[config.mk]
export PLATFORM = sky130hd
export DESIGN_NAME = uart_tx_cfg_flat
export DESIGN_NICKNAME = d
export VERILOG_FILES = /design/src/rtl/uart_pkg.sv /design/src/rtl/uart_tx_cfg_if.sv /design/src/rtl/uart_parity_calc.sv /design/src/rtl/uart_tx_cfg.sv /design/src/flat_wrapper.sv
export SDC_FILE = /design/constraint.sdc
export NUM_CORES = 1
export LEC_CHECK = 0
export ABC_AREA = 1
export CORE_ASPECT_RATIO = 0.7
export CORE_MARGIN = 5
export CORE_UTILIZATION = 51
export CTS_CLUSTER_SIZE = 24
export DETAILED_ROUTE_END_ITERATION = 6
export GPL_TIMING_DRIVEN = 0
export HOLD_SLACK_MARGIN = 0.02
export PLACE_DENSITY_LB_ADDON = 0.25
export SYNTH_ARGS = -nofsm -noshare
export SYNTH_HDL_FRONTEND = slang
export SYNTH_HIERARCHICAL = 1
export SYNTH_SLANG_ARGS = --single-unit
[constraint.sdc]
create_clock -name CLK -period 2.2 [get_ports CLK]
set_input_delay 0.44 -clock CLK [delete_from_list [all_inputs] [get_ports CLK]]
set_output_delay 0.44 -clock CLK [all_outputs]
set_load 0.1 [all_outputs]
[src/rtl/uart_pkg.sv]
// uart_pkg: shared FSM state encoding and parity-type constants for the UART transmitter
// Contents: state_t (IDLE, START, DATA, PARITY, STOP), PAR_EVEN / PAR_ODD
package uart_pkg;
   typedef enum logic [2:0] {IDLE, START, DATA, PARITY, STOP} state_t;
   localparam logic PAR_EVEN = 1'b0;
   localparam logic PAR_ODD  = 1'b1;
endpackage

[src/rtl/uart_tx_cfg_if.sv]
// uart_tx_cfg_if: producer-side handshake and per-frame configuration bundle
// Signals: P_DATA, Data_valid, Data_ready, PAR_EN, PAR_TYP, STOP2, Prescale
// Modports: master (producer), slave (transmitter)
interface uart_tx_cfg_if #(
   parameter int DATA_WIDTH = 8,
   parameter int PRESCALE_W = 8
);
   logic [DATA_WIDTH-1:0] P_DATA;
   logic                  Data_valid;
   logic                  Data_ready;
   logic                  PAR_EN;
   logic                  PAR_TYP;
   logic                  STOP2;
   logic [PRESCALE_W-1:0] Prescale;
   modport master (output P_DATA, Data_valid, PAR_EN, PAR_TYP, STOP2, Prescale, input Data_ready);
   modport slave  (input P_DATA, Data_valid, PAR_EN, PAR_TYP, STOP2, Prescale, output Data_ready);
endinterface

[src/rtl/uart_parity_calc.sv]
// uart_parity_calc: combinational parity bit for one data word
// Ports: data (word), typ (PAR_EVEN/PAR_ODD), par (parity bit to transmit)
module uart_parity_calc
   import uart_pkg::*;
#(
   parameter int DATA_WIDTH = 8
) (
   input  logic [DATA_WIDTH-1:0] data,
   input  logic                  typ,
   output logic                  par
);
   assign par = (typ == PAR_ODD) ? ~(^data) : ^data;
endmodule

[src/rtl/uart_tx_cfg.sv]
// uart_tx_cfg: configurable UART transmitter with one-frame holding register
// Ports: CLK, rst (sync, active-high), bus (slave side of uart_tx_cfg_if),
//        TX_OUT (registered serial line, idle high), busy (registered, frame on line),
//        frame_done (pulse in last cycle of last stop bit)
module uart_tx_cfg
   import uart_pkg::*;
#(
   parameter int DATA_WIDTH = 8,
   parameter int PRESCALE_W = 8
) (
   input  logic          CLK,
   input  logic          rst,
   uart_tx_cfg_if.slave  bus,
   output logic          TX_OUT,
   output logic          busy,
   output logic          frame_done
);
   localparam int IW = $clog2(DATA_WIDTH);
   state_t state, state_n;
   logic hold_full, hold_par_en, hold_par_typ, hold_stop2, hold_par;
   logic [DATA_WIDTH-1:0] hold_data, sh, sh_n;
   logic [PRESCALE_W-1:0] hold_pre, pre, cnt;
   logic par_en, par, stop2, stop_idx;
   logic [IW-1:0] bit_idx;
   logic accept, load, bit_end, last_data, last_stop, tx_n;

   uart_parity_calc #(.DATA_WIDTH(DATA_WIDTH)) u_par (
      .data (hold_data),
      .typ  (hold_par_typ),
      .par  (hold_par)
   );

   assign bus.Data_ready = ~hold_full;
   assign accept         = bus.Data_valid & ~hold_full;
   assign bit_end        = (cnt == pre - 1'b1);
   assign last_data      = bit_end & (bit_idx == IW'(DATA_WIDTH - 1));
   assign last_stop      = bit_end & (stop_idx == stop2);
   assign frame_done     = (state == STOP) & last_stop;
   // holding moves to the shift register when idle or right at the end of a frame
   assign load           = hold_full & ((state == IDLE) | frame_done);

   always_ff @(posedge CLK) begin
      if (rst) state <= IDLE;
      else state <= state_n;
   end

   always_comb begin
      state_n = state;
      case (state)
         IDLE:    state_n = hold_full ? START : IDLE;
         START:   state_n = bit_end ? DATA : START;
         DATA:    state_n = last_data ? (par_en ? PARITY : STOP) : DATA;
         PARITY:  state_n = bit_end ? STOP : PARITY;
         STOP:    state_n = last_stop ? (hold_full ? START : IDLE) : STOP;
         default: state_n = IDLE;
      endcase
   end

   // line value is computed for the upcoming state so TX_OUT can be a plain register
   always_comb begin
      sh_n = load ? hold_data : ((state == DATA) && bit_end) ? sh >> 1 : sh;
      tx_n = (state_n == START) ? 1'b0 : (state_n == DATA) ? sh_n[0] : (state_n == PARITY) ? par : 1'b1;
   end

   always_ff @(posedge CLK) begin
      if (rst) begin
         TX_OUT    <= 1'b1;
         busy      <= 1'b0;
         hold_full <= 1'b0;
         cnt       <= '0;
         bit_idx   <= '0;
         stop_idx  <= 1'b0;
         sh        <= '0;
         par       <= 1'b0;
         par_en    <= 1'b0;
         stop2     <= 1'b0;
         pre       <= '0;
      end else begin
         TX_OUT    <= tx_n;
         busy      <= (state_n != IDLE);
         hold_full <= accept | (hold_full & ~load);
         cnt       <= ((state == IDLE) || bit_end) ? '0 : cnt + 1'b1;
         bit_idx   <= (state == DATA) ? bit_idx + IW'(bit_end) : '0;
         stop_idx  <= (state == STOP) ? stop_idx ^ bit_end : 1'b0;
         sh        <= sh_n;
         if (load) begin
            par    <= hold_par;
            par_en <= hold_par_en;
            stop2  <= hold_stop2;
            pre    <= hold_pre;
         end
      end
   end

   always_ff @(posedge CLK) begin
      if (accept) begin
         hold_data    <= bus.P_DATA;
         hold_par_en  <= bus.PAR_EN;
         hold_par_typ <= bus.PAR_TYP;
         hold_stop2   <= bus.STOP2;
         hold_pre     <= (bus.Prescale == '0) ? PRESCALE_W'(1) : bus.Prescale;
      end
   end
endmodule

[src/flat_wrapper.sv]
// flat-port wrapper written by rule: the top's interface ports become plain ports
module uart_tx_cfg_flat import uart_pkg::*;
#(
   parameter int DATA_WIDTH = 8,
   parameter int PRESCALE_W = 8
)
  (CLK, rst, TX_OUT, busy, frame_done, bus_P_DATA, bus_Data_valid, bus_PAR_EN, bus_PAR_TYP, bus_STOP2, bus_Prescale, bus_Data_ready);
  uart_tx_cfg_if #(.DATA_WIDTH(DATA_WIDTH), .PRESCALE_W(PRESCALE_W)) bus_i ();
  input  logic CLK;
  input  logic rst;
  output logic TX_OUT;
  output logic busy;
  output logic frame_done;
  input wire logic [$bits(bus_i.P_DATA)-1:0] bus_P_DATA;
  input wire logic [$bits(bus_i.Data_valid)-1:0] bus_Data_valid;
  input wire logic [$bits(bus_i.PAR_EN)-1:0] bus_PAR_EN;
  input wire logic [$bits(bus_i.PAR_TYP)-1:0] bus_PAR_TYP;
  input wire logic [$bits(bus_i.STOP2)-1:0] bus_STOP2;
  input wire logic [$bits(bus_i.Prescale)-1:0] bus_Prescale;
  output wire logic [$bits(bus_i.Data_ready)-1:0] bus_Data_ready;
  assign bus_i.P_DATA = bus_P_DATA;
  assign bus_i.Data_valid = bus_Data_valid;
  assign bus_i.PAR_EN = bus_PAR_EN;
  assign bus_i.PAR_TYP = bus_PAR_TYP;
  assign bus_i.STOP2 = bus_STOP2;
  assign bus_i.Prescale = bus_Prescale;
  assign bus_Data_ready = bus_i.Data_ready;
  uart_tx_cfg #(.DATA_WIDTH(DATA_WIDTH), .PRESCALE_W(PRESCALE_W)) u_core (.CLK(CLK), .rst(rst), .bus(bus_i), .TX_OUT(TX_OUT), .busy(busy), .frame_done(frame_done));
endmodule
* Yosys cells after proc, flatten, opt, wreduce, memory -nomap -nowiden
Cells that the tools add are included.
** Word-level totals
- Flip-flop bits (word level) :: 56
- Bits of input ports :: 22
- Output and inout bits :: 4
- Logic and storage cells :: 68
** Cells by class
- Add/subtract/negate cells :: 3
- Eq/ne operators :: 10
- Multiplexer cells :: 13
- Bitwise logic cells :: 14
- Reductions and logical operators :: 10
** Operator list (count)
- two-way mux 8 bit :: 2
- one-hot mux 3 bit (5 select lines) :: 1
- == test 3 x 2 -> 1 bit, second input constant :: 4
- two-way mux 3 bit :: 4
- adder 8 x 1 -> 8 bit, second input constant :: 1
- == test 8 bit :: 1
- zero test 8 bit :: 1
- XOR reduction 8 bit :: 1
- subtractor 8 x 1 -> 8 bit, second input constant :: 1
- bitwise AND 1 bit :: 6
- == test 3 x 1 -> 1 bit, second input constant :: 2
- == test 3 bit, second input constant :: 2
- OR reduction 2 bit :: 3
- two-way mux 1 bit :: 5
- NOT 1 bit :: 5
- adder 3 x 1 -> 3 bit :: 1
- zero test 3 bit :: 1
- nonzero test 3 bit :: 1
- two-way mux 2 bit :: 1
- OR 1 bit :: 2
- nonzero test 2 bit :: 1
- == test 1 bit :: 1
- logical AND 1 bit :: 1
- logical OR 1 bit :: 1
- XOR 1 bit :: 1

* Depth between registers and ports, before layout
Gate-level depths: netlist (run 1).
- Word-level depth :: 9
- Mapped depth :: 18
- Mapped depth without buffers :: 17

* By module
Netlist (run 1), hierarchy kept.
** By module, submodules not included
- uart_tx_cfg :: instances 1, cells an instance 288, area an instance 2549.9 sq um, sequential area each 1311.3 sq um
- uart_parity_calc :: instances 1, cells an instance 38, area an instance 163.9 sq um, sequential area each 0.0 sq um

* Worst setup path after synthesis (run 1)
No wires, ideal clock.
- Path type :: register to output
- From :: register u_core.pre[0]
- To :: output frame_done
- Data arrival time :: 1.985 ns
- Required time :: 1.760 ns
- Path slack :: -0.225 ns
- Cell stages (with the launch flop) :: 12
- Buffers on the path :: 0
- Cells stage by stage :: dfxtp_1 > inv_2 > ha_1 > nand2_1 > inv_1 > nor2_1 > nand2_1 > nor2_1 > nand3_1 > nor2_4 > nand4_4 > inv_1
** Between the ends
- Longest elaborated chain between the ends :: 4
** RTL lines
- start, declared :: RTL line uart_tx_cfg.sv:22 : logic [PRESCALE_W-1:0] hold_pre, pre, cnt;
- start signal, assigned :: RTL line uart_tx_cfg.sv:90 : pre <= hold_pre;
- subtractor 8 x 1 -> 8 bit :: RTL line uart_tx_cfg.sv:35 : assign bit_end = (cnt == pre - 1'b1);
- == test 8 bit :: RTL line uart_tx_cfg.sv:35
- bitwise AND 1 bit :: RTL line uart_tx_cfg.sv:37 : assign last_stop = bit_end & (stop_idx == stop2);
- bitwise AND 1 bit :: RTL line uart_tx_cfg.sv:38 : assign frame_done = (state == STOP) & last_stop;
- end, declared :: RTL line flat_wrapper.sv:13 : output logic frame_done;
No other way between the ends.

* Worst setup path after layout (run 1)
Same ends and word-level chain as after synthesis.

==> results of run 1 <==
-- through the flow --
step	cell area, um^2	setup slack (ns)	TNS (ns)	power (W)	hold slack, ns
finish	3550	-0.1935	-1.606	0.002298	0.4822
global route	3550	-0.3122	-4.960	0.002402	0.4872
CTS	3457	-0.2229	-2.901	0.002285	0.4705
detailed placement	3060	-1.020	-1.786	0.001539	0.4549
global placement	3058	-0.9943	-5.946	0.001529	0.4544
floorplan	2718	0.008858	0	0.001442	0.4325
-- area by class of cell --
cell class	instances	share of cell area
clock inverter	2	0.01093
multi-input combinational	213	0.3691
sequential	56	0.3701
buffer	14	0.02679
timing repair buffer	41	0.1283
tap	72	0.02538
clock buffer	6	0.02044
inverter	44	0.04900
-- cell usage after synthesis (all sizes together) --
library cell  count  share of area
nor3b             2         0.0055
nand4             5          0.017
ha                4          0.018
xnor2             3         0.0097
o211a             6          0.022
nor3              5         0.0092
edfxtp           19           0.21
a211oi            8          0.028
a31oi             1         0.0023
xor2              8          0.026
a21boi            1         0.0028
nand2            88           0.13
nand3b            3          0.013
o21ai             4         0.0074
a21oi             5         0.0092
a21o              2         0.0055
nor2             40          0.067
nand3            26          0.048
nor4              1         0.0023
dfxtp            37           0.27
inv              44          0.061
buf               5          0.016
clkbuf            9          0.012
-- flip-flops by register name, indices dropped and copies added (netlist names), 3 cells and up --
| register | count |
|---|---|
| u_core/sh | 8 |
| u_core/hold_data | 8 |
| u_core/bit_idx | 3 |
| u_core/state | 3 |
| u_core/hold_pre | 8 |
| u_core/cnt | 8 |
| u_core/pre | 8 |
-- power by group through the flow --
stage | registers, W | clock network (W) | logic [W]
final | 0.00116 | 0.000683 | 0.000450
after CTS | 0.00116 | 0.000697 | 0.000426
after floorplan | 0.00120 | 0 | 0.000246
after detailed placement | 0.00118 | 0 | 0.000355
after global placement | 0.00118 | 0 | 0.000346
after global routing | 0.00117 | 0.000739 | 0.000491
-- timing repair --
| item | 4_1_cts | 5_1_grt |
|---|---|---|
| endpoints found under the hold margin | 0 | 0 |
| gates resized for setup | 46 | 23 |
| setup buffers | 9 | 6 |
| hold buffers | 0 | 0 |
| endpoints found under the setup margin | 24 | 32 |
| gates cloned | 4 | 0 |
| pin swaps | 10 | 11 |
-- cell families after synthesis --
kind of cell | Yosys count | synth area share
flops | 56 | 0.4832
buf+inv | 58 | 0.08944
fa+ha+maj | 4 | 0.01844
compound gates | 27 | 0.07700
xor+xnor | 11 | 0.03550
simple gates | 170 | 0.2964
-- metal layers --
layer  global-route usage  wire [um]  up-vias
li1                     -          -     1146
met1               0.2107       2542     1036
met2               0.2783       2777       68
met3              0.04532        440       12
met4              0.05140        102        0
met5                    0          0        -
-- worst min-delay path, stage by stage, from the launching register on --
cell	delay [ns]
sky130_fd_sc_hd__dfxtp_1	0.31
sky130_fd_sc_hd__inv_1	0.07
sky130_fd_sc_hd__a211oi_2	0.06
-- how the worst max path moves through the flow --
stage | from | to | cells past startpoint
after detailed placement | u_core/pre[0] | frame_done | 12
after global routing | u_core/pre[0] | frame_done | 11
final | u_core/pre[0] | frame_done | 11
after global placement | u_core/pre[0] | frame_done | 12
after CTS | u_core/pre[0] | frame_done | 11
after floorplan | u_core/pre[0] | frame_done | 11
==> impl_results.md, run 1 <==
* Run status: finished with violations
* Violations in the final reports: setup timing
* Post-layout nets at 401
* Yosys Warn Count at 6
* Port Buffer Count at 25
* Die extent in x at 97.19 um
* Share of the clock period used by the worst path at 1.088
* Tot GR Track Use at 0.1660
* Inst Count DP at 423
* Combinational Power Share at 0.196
* Switching Power at 0.0006279 W
* Hold worst-path end: u_core/par
* Routed length per instance at 13.08 um
* Endpoint arrival time on the critical path at 1.95 ns
* Category of the worst setup path capture point: output port
* DIE AREA at 0.006903 mm^2
* Number of placement rows at 22
* Number of design rule violations left after detail routing at 0
* Vias in the first global route at 2155
* Kind of cell adding the most delay to the critical path: simple AND/OR/NAND/NOR gates
* CTS clock-pin slew for the worst setup and hold paths at 0.10 ns
* TritonCTS clock tree: done
* Total of flip-flops plus latches after synthesis at 56
* Register area share after synthesis at 0.4832
* Cell count after synthesis at 326
* Count of routing violations after the opening detailed-route iteration at 113
* Total area of multi-input combinational cells at 0.001310 mm^2
* Clock Skews at 0.01233 ns
* Grt total ovfl at 0
* Final-layout fill cell count at 376
* Start of the worst register-to-register path: u_core/pre[0]
* Switching Share at 0.2732
* Setup slack, reg-to-reg at -0.15 ns
* Critical path start-end classification: flop to output port
* CP Data Required Time at 1.76 ns
* Number of library cell types mapped by synthesis at 34
* Sum of net half-perimeters after detailed placement at 3.725 mm
* Max-Slew Margin vs Limit at 0.3585
* Post-layout minimum cycle time at 2.394 ns
* First-pass GRT wire length at 9.363 mm
* Cell depth of the worst hold path at 2
* Worst-case reg-to-reg path depth at 18
* Core Region at 0.005202 mm^2
* Buf+Inv Stages, Crit Path at 3
* Crit Reg-Reg Endpoint: u_core/TX_OUT
* Buffer levels on the longest clock path at 2
* Class of the tightest hold or removal check: flop to flop
* Ordered cell list for the critical path: inv_4 -> ha_4 -> nor2_1 -> nor2_2 -> nand2_1 -> nor2_2 -> nand3_2 -> nor2_4 -> nand4_4 -> clkinvlp_4 -> buf_12
* Slowest stage cell, crit path: sky130_fd_sc_hd__dfxtp_2
* Netlist area before placement at 0.002714 mm^2
* Sort of element at the start of the critical path: flop
* Worst voltage drop across the vdd grid at 0.3796 mV
* RSZ-0062 raised after global routing: true
* Hold path startpoint: u_core/par
* Stage delay of the slowest cell on the critical path at 0.37 ns
* Power density of the placed cells at 647.4 mW/mm^2
* Final max-slew violation count at 0
* Worst-case setup margin in the final layout at -0.1935 ns
* Endpoints failing hold at 0
* Flop pwr share at 0.507
* Die height at 71.03 um
* Gp weighted congestion at 0.8128
* Worst-margin pin slew at 0.9606 ns
* Post-layout utilization of the core at 0.6823
* Maximum clock rate at 417.8 MHz
* Count of antenna-violating nets left after detailed routing at 0
* Root cell of the clock tree: sky130_fd_sc_hd__clkbuf_8
* Mapped Nets at 352
* Critical Path Fanout Max at 2
* Final setup violation count at 25
* Max-cap violations at 0
* Post-synthesis area per instance at 8.325 um^2
* Number of detailed-route iterations in the first pass at 4
* Worst path most repeated cell: sky130_fd_sc_hd__nor2_2
* CTS Buf Count at 5
* Ratio of cells with drive above 1 in the final layout at 0.2473
* Antenna violations before repair at 0
* Final instance count without filler cells at 448
* Leakage power figure at 1.584 nW
* P&R area growth vs syn at 30.80%
* Via density per instance at 5.049
* Routed wire length at 5.862 mm
* Antenna fix cells at 0
* Most common cell after layout, fill and taps aside: sky130_fd_sc_hd__nand2_1
* Number of sinks on the clock net at 56
* Worst-Skew Late Latency at 0.32 ns
* IO Count at 26
* CTS HTree Levels at 2
* Clock network power share at 0.297
* Routed vias at 2262
* Storage element area at 0.001314 mm^2
* Initial Utilization at 0.5216
* Leading cell types in the layout, fill and taps excluded: sky130_fd_sc_hd__nand2_1 (70), sky130_fd_sc_hd__dfxtp_1 (35), sky130_fd_sc_hd__inv_1 (32), sky130_fd_sc_hd__nor2_1 (26), sky130_fd_sc_hd__nand3_1 (24)
* Maximum number of pins on one net before global-route repair at 21
* Internal power summed over all cells at 0.001670 W
No activity file was read; power rests on OpenSTA's default activity.
==> run 2: changes to the inputs <==
--- a/config.mk
+++ b/config.mk
@@ -13,7 +13,7 @@
 export DETAILED_ROUTE_END_ITERATION = 6
 export GPL_TIMING_DRIVEN = 0
 export HOLD_SLACK_MARGIN = 0.02
-export PLACE_DENSITY_LB_ADDON = 0.25
+export PLACE_DENSITY = 0.75
 export SYNTH_ARGS = -nofsm -noshare
 export SYNTH_HDL_FRONTEND = slang
 export SYNTH_HIERARCHICAL = 1
==> run 2 against run 1 <==
  * The run still ends with setup timing left
  * Largest cell class is now multi-input gates
  * Clock power fell by 18%
  * Combinational power fell by 4%
  * Flip-flop and latch count did not move
  * Sequential share of layout area fell by 0.94 points
  * First-iteration DRC count rose by 31%
==> impl_results.md, run 2 (synthesis gave the netlist of run 1 again) <==
* Slowest stage cell, crit path: sky130_fd_sc_hd__dfxtp_2
* Port Buffer Count at 25
* Number of placement rows at 22
* Class of the tightest hold or removal check: flop to flop
* Final max-slew violation count at 0
* P&R area growth vs syn at 34.21%
* CP Capture Point: frame_done
* Category of the worst setup path capture point: output port
* Sum of net half-perimeters after detailed placement at 3.679 mm
* Number of buffers inserted by hold repair at cts at 0
* Buf+Inv Stages, Crit Path at 3
* Ratio of cells with drive above 1 in the final layout at 0.2955
* Root cell of the clock tree: sky130_fd_sc_hd__clkbuf_8
* CTS clock-pin slew for the worst setup and hold paths at 0.10 ns
* Buffer levels on the longest clock path at 2
* Maximum clock rate at 411.0 MHz
* Setup slack after placement at -0.9967 ns
* Final-layout fill cell count at 357
* TritonCTS clock tree: done
* DIE AREA at 0.006903 mm^2
* Die height at 71.03 um
* First-pass GRT wire length at 8.397 mm
* Most common cell after layout, fill and taps aside: sky130_fd_sc_hd__nand2_1
* Hold path startpoint: u_core/par
* CTS Buf Count at 5
* Power density of the placed cells at 593.6 mW/mm^2
* Count of antenna-violating nets left after detailed routing at 0
* Setup slack, reg-to-reg at -0.22 ns
* Inst Count DP at 424
* Core Region at 0.005202 mm^2
* Routed wire length at 5.693 mm
* Storage element area at 0.001314 mm^2
* Gp weighted congestion at 0.8175
* Worst path most repeated cell: sky130_fd_sc_hd__nor2_1
* Routed length per instance at 12.62 um
* Initial Utilization at 0.5216
* Grt total ovfl at 0
* IO Count at 26
* Antenna fix cells at 0
* Leakage power figure at 1.659 nW
* Violations in the final reports: setup timing
* Clock Skews at 0.008332 ns
* Number of detailed-route iterations in the first pass at 4
* Final setup violation count at 26
* Die extent in x at 97.19 um
* Number of design rule violations left after detail routing at 0
* Via density per instance at 4.971
* Final instance count without filler cells at 451
* Start of the worst register-to-register path: u_core/pre[0]
* Hold slack at 0.4935 ns
* CP startpoint: u_core/pre[0]
* Vias in the first global route at 1924
* Max-cap violations at 0
* Number of sinks on the clock net at 56
* Worst-Skew Late Latency at 0.30 ns
* Endpoint arrival time on the critical path at 1.99 ns
* Maximum number of pins on one net before global-route repair at 19
* Kind of cell adding the most delay to the critical path: simple AND/OR/NAND/NOR gates
* Run status: finished with violations
* Count of routing violations after the opening detailed-route iteration at 148
* Post-layout nets at 404
* Critical Path Fanout Max at 4
* Cell depth of the worst hold path at 2
* Crit Reg-Reg Endpoint: u_core/TX_OUT
* Leading cell types in the layout, fill and taps excluded: sky130_fd_sc_hd__nand2_1 (63), sky130_fd_sc_hd__dfxtp_1 (35), sky130_fd_sc_hd__inv_1 (31), sky130_fd_sc_hd__nor2_1 (26), sky130_fd_sc_hd__clkdlybuf4s50_1 (21)
* Worst voltage drop across the vdd grid at 0.4048 mV
* Sort of element at the start of the critical path: flop
* Worst-margin pin slew at 0.9495 ns
* Worst-case setup margin in the final layout at -0.2332 ns
* Post-layout minimum cycle time at 2.433 ns
* CP Data Required Time at 1.76 ns
* Post-layout utilization of the core at 0.7001
* Max-Slew Margin vs Limit at 0.3695
* RSZ-0062 raised after global routing: true
* Antenna violations before repair at 0
* Share of the clock period used by the worst path at 1.106
* Critical path start-end classification: flop to output port
* Count of cell instances traversed by the critical path at 11
* Routed vias at 2242
* CTS HTree Levels at 2
* Tot GR Track Use at 0.1476
* Worst-case reg-to-reg path depth at 18
* Ordered cell list for the critical path: inv_4 -> ha_4 -> nor2_2 -> nor2_1 -> nand2_1 -> nor2_1 -> nand3_1 -> nor2_4 -> nand4_4 -> clkinvlp_4 -> buf_12
* Endpoints failing hold at 0
* Total Power Consumption at 0.002162 W
* Total area of multi-input combinational cells at 0.001384 mm^2
* Stage delay of the slowest cell on the critical path at 0.36 ns
## run 2: cell types whose count changed in the layout (fill, tap and decap cells not counted), sizes merged
| cell | before | now |
|---|---|---|
| dlygate4sd2 | 0 | 2 |
| clkbuf | 16 | 18 |
| dlymetal6s2s | 2 | 0 |
| bufinv | 1 | 0 |
| clkinv | 0 | 3 |
| inv | 44 | 43 |
## run 2: worst min path at each step
stage                          endpoint  slack (ns)
after floorplan              u_core/par        0.43
after global placement       u_core/par        0.46
after detailed placement     u_core/par        0.45
after CTS                    u_core/par        0.47
after global routing      u_core/cnt[0]        0.51
final                        u_core/par        0.49
## run 2: power breakdown
group,internal (W),leakage [nW],switching [W]
sequential,0.00113,0.485,0.0000383
clock,0.000229,0.0485,0.000333
combinational,0.000190,1.13,0.000244
total,0.00155,1.66,0.000615
## run 2: metrics by stage
step | setup TNS (ns) | instance area (um^2)
after floorplan | 0 | 2718
after global placement | -5.796 | 3058
after detailed placement | -1.258 | 3069
after CTS | -0.2266 | 3241
after global routing | -7.721 | 3642
final | -2.980 | 3642
## run 2: final cells by class
cell class	instances	area share
plain buffers	14	0.02714
clock inverters	3	0.006183
flip-flops and latches	56	0.3607
multi-input cells	213	0.3799
clock buffers	5	0.01889
repair buffers	44	0.1312
inverters	44	0.05119
well taps	72	0.02473
## run 2: metal layers
layer	part of all wire	global-route usage	up-vias
li1	-	-	1150
met1	0.45	0.2007	1030
met2	0.48	0.2355	58
met3	0.062	0.03842	4
met4	0.0063	0.03894	0
met5	0	0	-
## run 2: tightest hold or removal path: cells and delay by family, from the launching register on
kind                   cells  cell delay (ns)
flip-flops                 1             0.31
buffers and inverters      1             0.08
AO/OA/AOI/OAI              1             0.06
## run 2: what timing repair did
item | 4_1_cts | 5_1_grt
endpoints found under the hold margin | 0 | 0
setup endpoints to repair | 23 | 29
pin swaps | 5 | 15
setup buffers | 6 | 9
cloned | 0 | 4
resized for setup | 20 | 70
==> run 3: changes to the inputs <==
--- a/config.mk
+++ b/config.mk
@@ -6,13 +6,14 @@
 export NUM_CORES = 1
 export LEC_CHECK = 0
 export ABC_AREA = 1
-export CORE_ASPECT_RATIO = 0.7
+export CORE_ASPECT_RATIO = 2
 export CORE_MARGIN = 5
 export CORE_UTILIZATION = 51
 export CTS_CLUSTER_SIZE = 24
 export DETAILED_ROUTE_END_ITERATION = 6
 export GPL_TIMING_DRIVEN = 0
 export HOLD_SLACK_MARGIN = 0.02
+export MAX_ROUTING_LAYER = met4
 export PLACE_DENSITY = 0.75
 export SYNTH_ARGS = -nofsm -noshare
 export SYNTH_HDL_FRONTEND = slang
==> run 3 against run 2 <==
  * The run still ends with setup timing left
  * Maximum frequency rose by 1.8%
  * Largest power group unchanged
  * Worst hold slack lost 0.0045 ns
  * Sequential power barely moved
==> impl_results.md, run 3 (synthesis gave the netlist of run 1 again) <==
* Antenna violations before repair at 0
* Port Buffer Count at 25
* Endpoint arrival time on the critical path at 1.95 ns
* First-pass GRT wire length at 9.425 mm
* Power density of the placed cells at 605.2 mW/mm^2
* Worst-Skew Late Latency at 0.31 ns
* Number of detailed-route iterations in the first pass at 4
* Vias in the first global route at 2211
* Worst voltage drop across the vdd grid at 0.7386 mV
* Ratio of cells with drive above 1 in the final layout at 0.2808
* Tot GR Track Use at 0.1809
* DIE AREA at 0.006968 mm^2
* Routed vias at 2297
* Sort of element at the start of the critical path: flop
* Max-Slew Margin vs Limit at 0.3645
* Die height at 113.2 um
* Count of routing violations after the opening detailed-route iteration at 155
* Number of sinks on the clock net at 56
* CTS clock-pin slew for the worst setup and hold paths at 0.10 ns
* Setup slack, reg-to-reg at -0.16 ns
* Antenna fix cells at 0
* Gp weighted congestion at 0.7860
* Number of design rule violations left after detail routing at 0
* CP Data Required Time at 1.76 ns
* Endpoints failing hold at 0
* Initial Utilization at 0.5234
* Worst-case setup margin in the final layout at -0.1910 ns
* Leakage power figure at 1.606 nW
* TritonCTS clock tree: done
* Routed wire length at 6.049 mm
* Violations in the final reports: setup timing
* Final max-slew violation count at 0
* Leading cell types in the layout, fill and taps excluded: sky130_fd_sc_hd__nand2_1 (69), sky130_fd_sc_hd__dfxtp_1 (35), sky130_fd_sc_hd__inv_1 (30), sky130_fd_sc_hd__nor2_1 (24)
* Category of the worst setup path capture point: output port
* Critical path start-end classification: flop to output port
* Post-layout nets at 406
* Worst-margin pin slew at 0.9570 ns
* Core Region at 0.005185 mm^2
* Run status: finished with violations
* Via density per instance at 5.232
* Finished Cell Area at 0.003618 mm^2
* Post-detailed-placement cell area at 0.003043 mm^2
* Count of antenna-violating nets left after detailed routing at 0
* Max-cap violations at 0
* Die extent in x at 61.58 um
* Share of the clock period used by the worst path at 1.087
* Critical Path Fanout Max at 2
* Root cell of the clock tree: sky130_fd_sc_hd__clkbuf_8
* Number of buffers inserted by hold repair at cts at 0
* Sum of net half-perimeters after detailed placement at 3.996 mm
* Buffer levels on the longest clock path at 2
* Final-layout fill cell count at 373
* Maximum clock rate at 418.2 MHz
* CTS HTree Levels at 2
* P&R area growth vs syn at 33.33%
* Grt total ovfl at 0
* Most common cell after layout, fill and taps aside: sky130_fd_sc_hd__nand2_1
* Clock Skews at 0.008442 ns
* Number of placement rows at 37
* Final setup violation count at 20
* Maximum number of pins on one net before global-route repair at 21
* Routed length per instance at 13.78 um
* Total negative setup slack at -2.260 ns
* IO Count at 26
* Class of the tightest hold or removal check: flop to flop
* CTS Buf Count at 5
* RSZ-0062 raised after global routing: true
* Post-layout minimum cycle time at 2.391 ns
## run 3: where the power goes
| group | leakage [nW] | switching (W) | internal [W] |
|---|---|---|---|
| Clock | 0.0485 | 0.000316 | 0.000262 |
| Combinational | 1.07 | 0.000254 | 0.000193 |
| Sequential | 0.485 | 0.0000354 | 0.00113 |
## run 3: area by class of cell
| cell class | instances | area (um^2) | area share |
|---|---|---|---|
| clock buffer | 8 | 91.34 | 0.02524 |
| inverter | 44 | 181.4 | 0.05014 |
| timing repair buffer | 46 | 485.5 | 0.1342 |
| sequential | 56 | 1314 | 0.3631 |
| multi-input combinational | 213 | 1379 | 0.3811 |
| buffer | 14 | 95.09 | 0.02628 |
| tap | 58 | 72.57 | 0.02006 |
## run 3: critical path, cell delays in order, from the launching register on
cell                         delay [ns]
sky130_fd_sc_hd__dfxtp_2           0.34
sky130_fd_sc_hd__inv_2             0.05
sky130_fd_sc_hd__ha_4              0.27
sky130_fd_sc_hd__nor2_2            0.04
sky130_fd_sc_hd__nor2_2            0.10
sky130_fd_sc_hd__nand2_1           0.06
sky130_fd_sc_hd__nor2_1            0.11
sky130_fd_sc_hd__nand3_1           0.12
sky130_fd_sc_hd__nor2_4            0.16
sky130_fd_sc_hd__nand4_4           0.11
sky130_fd_sc_hd__clkinvlp_4        0.11
sky130_fd_sc_hd__buf_12            0.17
## run 3: per-layer routing
metal | part of all wire | up-vias | global-route usage
li1 | - | 1152 | -
met1 | 0.35 | 1089 | 0.1822
met2 | 0.60 | 47 | 0.3303
met3 | 0.034 | 9 | 0.03425
met4 | 0.017 | 0 | 0.05807
met5 | 0 | - | -
## run 3: path summary, 6_finish.rpt
check | start | end | depth (start not counted)
worst min register to register | u_core/par | u_core/par | 2
worst max-delay path | u_core/pre[1] | frame_done | 11
worst max register to register | u_core/pre[1] | u_core/pre[1] | 15
worst min-delay path | u_core/par | u_core/par | 2
## run 3: metrics by stage
stage	power (W)	std cells	setup slack (ns)	hold slack, ns	util
2_1_floorplan	0.001442	326	0.008858	0.4325	-
4_1_cts	0.002146	429	-0.2392	0.4700	0.6537
6_report	0.002190	439	-0.1910	0.4890	0.6979
5_1_grt	0.002301	439	-0.3114	0.5139	0.6979
3_3_place_gp	0.001531	409	-1.018	0.4528	0.5864
3_5_place_dp	0.001543	409	-1.036	0.4567	0.5869
## run 3: timing repair
item / 4_1_cts / 5_1_grt
gates cloned: 1 / 4
buffers inserted: 12 / 8
endpoints found under the setup margin: 27 / 38
pin swaps: 19 / 14
gates resized for setup: 53 / 33
